File: src/rtl/uart_tx_param.sv
// Parametrised UART transmitter: input FIFO feeding a start/data/parity/stop framer.
// Frames queued in the FIFO leave back-to-back with no idle gap between them.
module uart_tx_param #(
    parameter int unsigned CLK_FREQ   = 50_000_000,
    parameter int unsigned UART_BPS   = 9600,
    parameter int unsigned DATA_BITS  = 8,
    parameter int unsigned PARITY     = 0,
    parameter int unsigned STOP_BITS  = 1,
    parameter int unsigned FIFO_DEPTH = 4
) (
    input  logic                 sys_clk,
    input  logic                 sys_rst_n,
    input  logic [DATA_BITS-1:0] pi_data,
    input  logic                 pi_flag,
    output logic                 tx,
    output logic                 busy,
    output logic                 fifo_full,
    output logic                 overflow
);
    localparam int unsigned BAUD_CNT_MAX = CLK_FREQ / UART_BPS;
    localparam int unsigned BW           = $clog2(BAUD_CNT_MAX);
    localparam int unsigned PW           = $clog2(FIFO_DEPTH);
    localparam int unsigned CW           = PW + 1;

    typedef enum logic [2:0] {StIdle, StStart, StData, StParity, StStop} state_e;

    // Reset asserts asynchronously but is released two clocks later, in step with sys_clk.
    logic [1:0] rst_sync_q;
    logic       rst_n_int;

    always_ff @(posedge sys_clk or negedge sys_rst_n) begin
        if (!sys_rst_n) begin
            rst_sync_q <= '0;
        end else begin
            rst_sync_q <= {rst_sync_q[0], 1'b1};
        end
    end

    assign rst_n_int = rst_sync_q[1];

    logic [DATA_BITS-1:0] mem_q [FIFO_DEPTH];
    logic [PW-1:0]        wr_ptr_q, rd_ptr_q;
    logic [CW-1:0]        count_q, count_d;
    logic                 push, pop, fifo_empty;
    logic [DATA_BITS-1:0] head;
    logic                 head_parity;

    state_e               state_q;
    logic [BW-1:0]        baud_cnt_q;
    logic [2:0]           bit_cnt_q;
    logic [DATA_BITS-1:0] shift_q;
    logic                 parity_q;
    logic                 baud_end, last_stop, tx_bit;

    assign fifo_empty  = (count_q == '0);
    // Fullness uses the pre-edge count, so a same-cycle pop never rescues a write.
    assign push        = pi_flag && (count_q != CW'(FIFO_DEPTH));
    assign head        = mem_q[rd_ptr_q];
    assign head_parity = (PARITY == 1) ? ~^head : ^head;

    assign baud_end  = (baud_cnt_q == BW'(BAUD_CNT_MAX - 1));
    assign last_stop = (state_q == StStop) && baud_end && (bit_cnt_q == 3'(STOP_BITS - 1));
    assign pop       = !fifo_empty && ((state_q == StIdle) || last_stop);

    always_comb begin
        count_d = count_q;
        if (push) count_d = count_d + CW'(1);
        if (pop)  count_d = count_d - CW'(1);
    end

    always_ff @(posedge sys_clk) begin
        if (push) mem_q[wr_ptr_q] <= pi_data;
    end

    always_ff @(posedge sys_clk or negedge rst_n_int) begin
        if (!rst_n_int) begin
            wr_ptr_q  <= '0;
            rd_ptr_q  <= '0;
            count_q   <= '0;
            fifo_full <= 1'b0;
            overflow  <= 1'b0;
        end else begin
            if (push) wr_ptr_q <= wr_ptr_q + PW'(1);
            if (pop)  rd_ptr_q <= rd_ptr_q + PW'(1);
            count_q   <= count_d;
            fifo_full <= (count_d == CW'(FIFO_DEPTH));
            overflow  <= pi_flag && !push;
        end
    end

    always_comb begin
        tx_bit = 1'b1;
        case (state_q)
            StStart:  tx_bit = 1'b0;
            StData:   tx_bit = shift_q[0];
            StParity: tx_bit = parity_q;
            default:  tx_bit = 1'b1;
        endcase
    end

    // tx and busy are registered copies of the state, so the line lags the FSM by one clock.
    always_ff @(posedge sys_clk or negedge rst_n_int) begin
        if (!rst_n_int) begin
            state_q    <= StIdle;
            baud_cnt_q <= '0;
            bit_cnt_q  <= '0;
            shift_q    <= '0;
            parity_q   <= 1'b0;
            tx         <= 1'b1;
            busy       <= 1'b0;
        end else begin
            tx   <= tx_bit;
            busy <= (state_q != StIdle);

            if (state_q == StIdle || baud_end) begin
                baud_cnt_q <= '0;
            end else begin
                baud_cnt_q <= baud_cnt_q + BW'(1);
            end

            if (pop) begin
                shift_q  <= head;
                parity_q <= head_parity;
            end

            case (state_q)
                StIdle: begin
                    if (pop) state_q <= StStart;
                end
                StStart: begin
                    if (baud_end) begin
                        state_q   <= StData;
                        bit_cnt_q <= '0;
                    end
                end
                StData: begin
                    if (baud_end) begin
                        shift_q <= shift_q >> 1;
                        if (bit_cnt_q == 3'(DATA_BITS - 1)) begin
                            bit_cnt_q <= '0;
                            state_q   <= (PARITY != 0) ? StParity : StStop;
                        end else begin
                            bit_cnt_q <= bit_cnt_q + 3'd1;
                        end
                    end
                end
                StParity: begin
                    if (baud_end) begin
                        state_q   <= StStop;
                        bit_cnt_q <= '0;
                    end
                end
                StStop: begin
                    if (baud_end) begin
                        if (bit_cnt_q == 3'(STOP_BITS - 1)) begin
                            bit_cnt_q <= '0;
                            state_q   <= pop ? StStart : StIdle;
                        end else begin
                            bit_cnt_q <= bit_cnt_q + 3'd1;
                        end
                    end
                end
                default: state_q <= StIdle;
            endcase
        end
    end

endmodule

File: config.mk
export PLATFORM = sky130hd
export DESIGN_NAME = uart_tx_param
export DESIGN_NICKNAME = d
export VERILOG_FILES = /design/src/rtl/uart_tx_param.sv
export SDC_FILE = /design/constraint.sdc
export NUM_CORES = 1
export LEC_CHECK = 0
export BUFFER_PORTS_ARGS = -buffer_cell sky130_fd_sc_hd__buf_4
export CELL_PAD_IN_SITES_DETAIL_PLACEMENT = 2
export CELL_PAD_IN_SITES_GLOBAL_PLACEMENT = 2
export CORE_ASPECT_RATIO = 1.25
export CORE_MARGIN = 2
export CORE_UTILIZATION = 46
export CTS_CLUSTER_SIZE = 8
export DETAILED_ROUTE_END_ITERATION = 10
export GPL_TIMING_DRIVEN = 0
export PLACE_DENSITY = 0.92
export SYNTH_ARGS = -nofsm -noshare
export SYNTH_HDL_FRONTEND = slang
export SYNTH_SLANG_ARGS = --single-unit
File: constraint.sdc
create_clock -name sys_clk -period 2 [get_ports sys_clk]
set_input_delay 0.3 -clock sys_clk [delete_from_list [all_inputs] [get_ports sys_clk]]
set_output_delay 0.3 -clock sys_clk [all_outputs]
set_load 0.05 [all_outputs]
==> results.md <==
- Ports: 15
- Via density: 5.82
- Internal power: 0.00366 W
- Peak Freq: 0.462 GHz
- Ant diodes: 0
- Worst Path Max Fanout: 7
- Vias in the first global route: 2547
- Detailed-route wire length per cell: 27.9 µm
- Iter 0 DRT Violations: 132
- Met2 Use GR: 46.4%
- Crit share post-route: 108%
- Fin worst setup slack: -0.164 ns
- CP max stage cell: dfrtp_1
- Post-Synthesis Cells: 258
- Setup-failing EPs final: 12
- Core area: 6980 µm²
- Net Sw Frac: 39.0%
- Required @ worst endpoint: 2.24 ns
- Top_reg_cell synth: dfrtp_1
- Setup CP Type: flip-flop to flip-flop
- GRT Overall Usage: 26.0%
- Combinational fraction of design power: 40.3%
- Hold Crit Class: input port to flip-flop
- Top cell type's share of synthesized area: 30.0%
- Routability Congestion: 0.701
- Top cell type by total area after synthesis: dfrtp_1
- Critical path cell sequence: ha_4 > and4bb_2 > buf_6 > nand4_4 > a21oi_4 > buf_12 > buf_4 > mux2i_1 > a21oi_1
- Post-DRT Antenna Nets: 0
- Clock slew at reported path FFs: 0.09 ns
- Crit path time final: 2.16 ns
- Result of the run: finished with violations
- Initial antenna violation count: 0
- Peak VDD IR: 0.757 mV
- Clk_skew: 0.0131 ns
- Total grt overflow: 0
- GRT busiest layer: met2
- Post-Route WL: 11300 µm
- Psw: 0.00234 W
- Fin. Hold Viols: 0
- Sequential power share: 39.1%
- Worst skew pair latency: 0.35 ns
- RSZ-0062 raised after global routing: yes
- Pins Over Slew Limit: 0
- Setup_tns: -1.01 ns
- Hold slack: 0.145 ns
- Async set-reset flop share out of synthesis: 56.2%
- Longest Clk Path Bufs: 2
- # rows: 34
- Pleak: 1.63 nW
- Met1 Track Usage GR: 30.4%
- Max_cap viols: 0
- Flops & latches, synth: 73
- Worst Path Arrival: 2.40 ns
- Number of fill cells: 617
- Root buffer cell: clkbuf_8
- Mapped cell area: 3340 µm²
- Sequential share of the synthesized area: 59.6%
- Drt drc: 0
- Top Family by Delay on Critical Path: flip-flops
- Clk sinks: 73
- Initial core utilization: 47.8%
- CP peak stage delay: 0.44 ns
- Post-synth EDFFs: 32
- Failing checks: setup timing
- Met3 global-route usage: 5.81%
- Yosys warnings: 0
- PwrDens: 1450 nW/µm²
- IO buf count: 14
- Layout area overhead: 23.5%
- Slew headroom: 36.6%
- Drt pass-1 iters: 4
- H-Tree Depth: 3
- Util after Layout: 59.1%
- Largest net degree at the start of global routing: 40
- WP buf/inv: 3
- Fraction of layout cells with a size suffix above 1: 30.3%
- Post-DP HPWL: 5420 µm
- TritonCTS clock tree: built
- Synth Area per Inst: 12.9 µm²
- DIE AREA: 7960 µm²
- TritonCTS buffer count: 9
- Crit end category: flip-flop
- Chip Height: 99.2 µm
- Die span in x: 80.2 µm
- Global-route wire length before repair: 14700 µm
- Fin nets: 331
- Clock share of power: 20.5%
- Worst slew pin tran: 0.952 ns
- Top cells by area, synth: dfrtp_1 (30%), edfxtp_1 (29%), mux4_2 (5.4%), xnor2_1 (4.5%), ha_1 (4.1%)
- Syn Nets: 280
- Critical Path Start Type: flip-flop
- Synth cell types: 42
- Via count: 2350
[placed cells by master (no fill, tap or decap), types with 4 or more instances in the layout]
cell type	Yosys	layout
a21oi_1	14	13
and2_1	5	4
buf_4	0	38
clkbuf_1	7	4
clkbuf_8	0	9
clkinvlp_4	0	4
dfrtp_1	40	36
dfrtp_2	0	4
edfxtp_1	32	32
ha_1	11	8
inv_1	14	14
mux2i_1	8	7
mux4_2	8	8
nand2_1	13	13
nand3_1	6	6
nor2_1	22	21
nor3_1	5	5
o21ai_0	9	8
xnor2_1	17	15
xor2_1	8	7
[through the flow]
| step | instance area, µm² | setup slack, ns | instances | power [W] |
|---|---|---|---|---|
| 2_1_floorplan | 3340 | 0.00545 | 258 | 0.00354 |
| 3_3_place_gp | 3560 | -0.286 | 362 | 0.00386 |
| 3_5_place_dp | 3560 | -0.497 | 362 | 0.00409 |
| 4_1_cts | 3940 | 0.00310 | 388 | 0.00554 |
| 5_1_grt | 4120 | -0.206 | 404 | 0.00625 |
| 6_report | 4120 | -0.164 | 404 | 0.00599 |
[cells in the mapped netlist (all sizes together), types with 2 or more instances]
| library cell | count |
|---|---|
| a31oi | 2 |
| mux2i | 8 |
| and2 | 5 |
| or3 | 3 |
| nor2 | 22 |
| clkbuf | 7 |
| nor3 | 5 |
| o21ai | 9 |
| and4 | 2 |
| ha | 11 |
| nand3 | 7 |
| nand4 | 4 |
| dfrtp | 40 |
| mux4 | 8 |
| a21oi | 15 |
| nor2b | 4 |
| nand2 | 13 |
| o31ai | 2 |
| and3 | 3 |
| buf | 3 |
| edfxtp | 32 |
| xnor2 | 17 |
| xor2 | 8 |
| inv | 14 |
[final timing paths]
path	from	endpoint	slack, ns	cells past startpoint
worst max-delay path	baud_cnt_q[0]	shift_q[0]	-0.16	9
worst min-delay path	pi_data[6]	mem_q[2][6]	0.14	1
worst max register to register	baud_cnt_q[0]	shift_q[0]	-0.16	9
worst min register to register	rst_sync_q[0]	rst_sync_q[1]	0.36	0
max in group asynchronous	rst_sync_q[1]	baud_cnt_q[8]	0.91	0
min in group asynchronous	sys_rst_n	rst_sync_q[1]	0.25	2
[state kept, by name, summed over array words and instances (netlist names), 2 cells and up]
register and cells:
mem_q 32, baud_cnt_q 13, shift_q 8, bit_cnt_q 3, count_q 3, state_q 3, rd_ptr_q 2, rst_sync_q 2
wr_ptr_q 2
[what timing repair did]
action	CTS	global route
gates resized for setup	21	15
cloned	0	0
pin swaps	4	8
setup endpoints to repair	58	12
setup buffers	12	16
hold buffers	1	0
hold endpoints to repair	2	0
[power by group through the flow]
| stage | combinational (W) | clock (W) | sequential, W |
|---|---|---|---|
| 2_1_floorplan | 0.00133 | 0 | 0.00221 |
| 3_3_place_gp | 0.00165 | 0 | 0.00221 |
| 3_5_place_dp | 0.00183 | 0 | 0.00226 |
| 4_1_cts | 0.00207 | 0.00121 | 0.00227 |
| 5_1_grt | 0.00257 | 0.00131 | 0.00237 |
| 6_report | 0.00242 | 0.00123 | 0.00234 |
[logic make-up after synthesis]
family / Yosys count / share of synthesized area, %
AND/OR/NAND/NOR: 74 / 12.3
adder cells (fa/ha/maj): 11 / 4.12
flip-flops: 73 / 59.6
AO/OA/AOI/OAI: 33 / 6.07
buffers and inverters: 24 / 3.11
XOR/XNOR: 25 / 6.56
multiplexers: 17 / 8.13
other: 1 / 0.112
[final cells by class]
| class | instances | area [µm²] | area share, % |
|---|---|---|---|
| Clock buffer | 9 | 124 | 3.00 |
| Sequential cell | 73 | 1990 | 48.3 |
| Multi-Input combinational cell | 161 | 1350 | 32.7 |
| Buffer | 8 | 72.6 | 1.76 |
| Tap cell | 90 | 113 | 2.73 |
| Inverter | 14 | 52.6 | 1.27 |
| Timing Repair Buffer | 42 | 342 | 8.28 |
| Clock inverter | 7 | 77.6 | 1.88 |
[metal layers]
metal  up-vias  routed length [µm]
met5         -                   0
met4         0                 323
met3        24                 369
met2        67                6420
met1      1243                4150
li1       1016                   -
(Power assumes the default switching activity.)
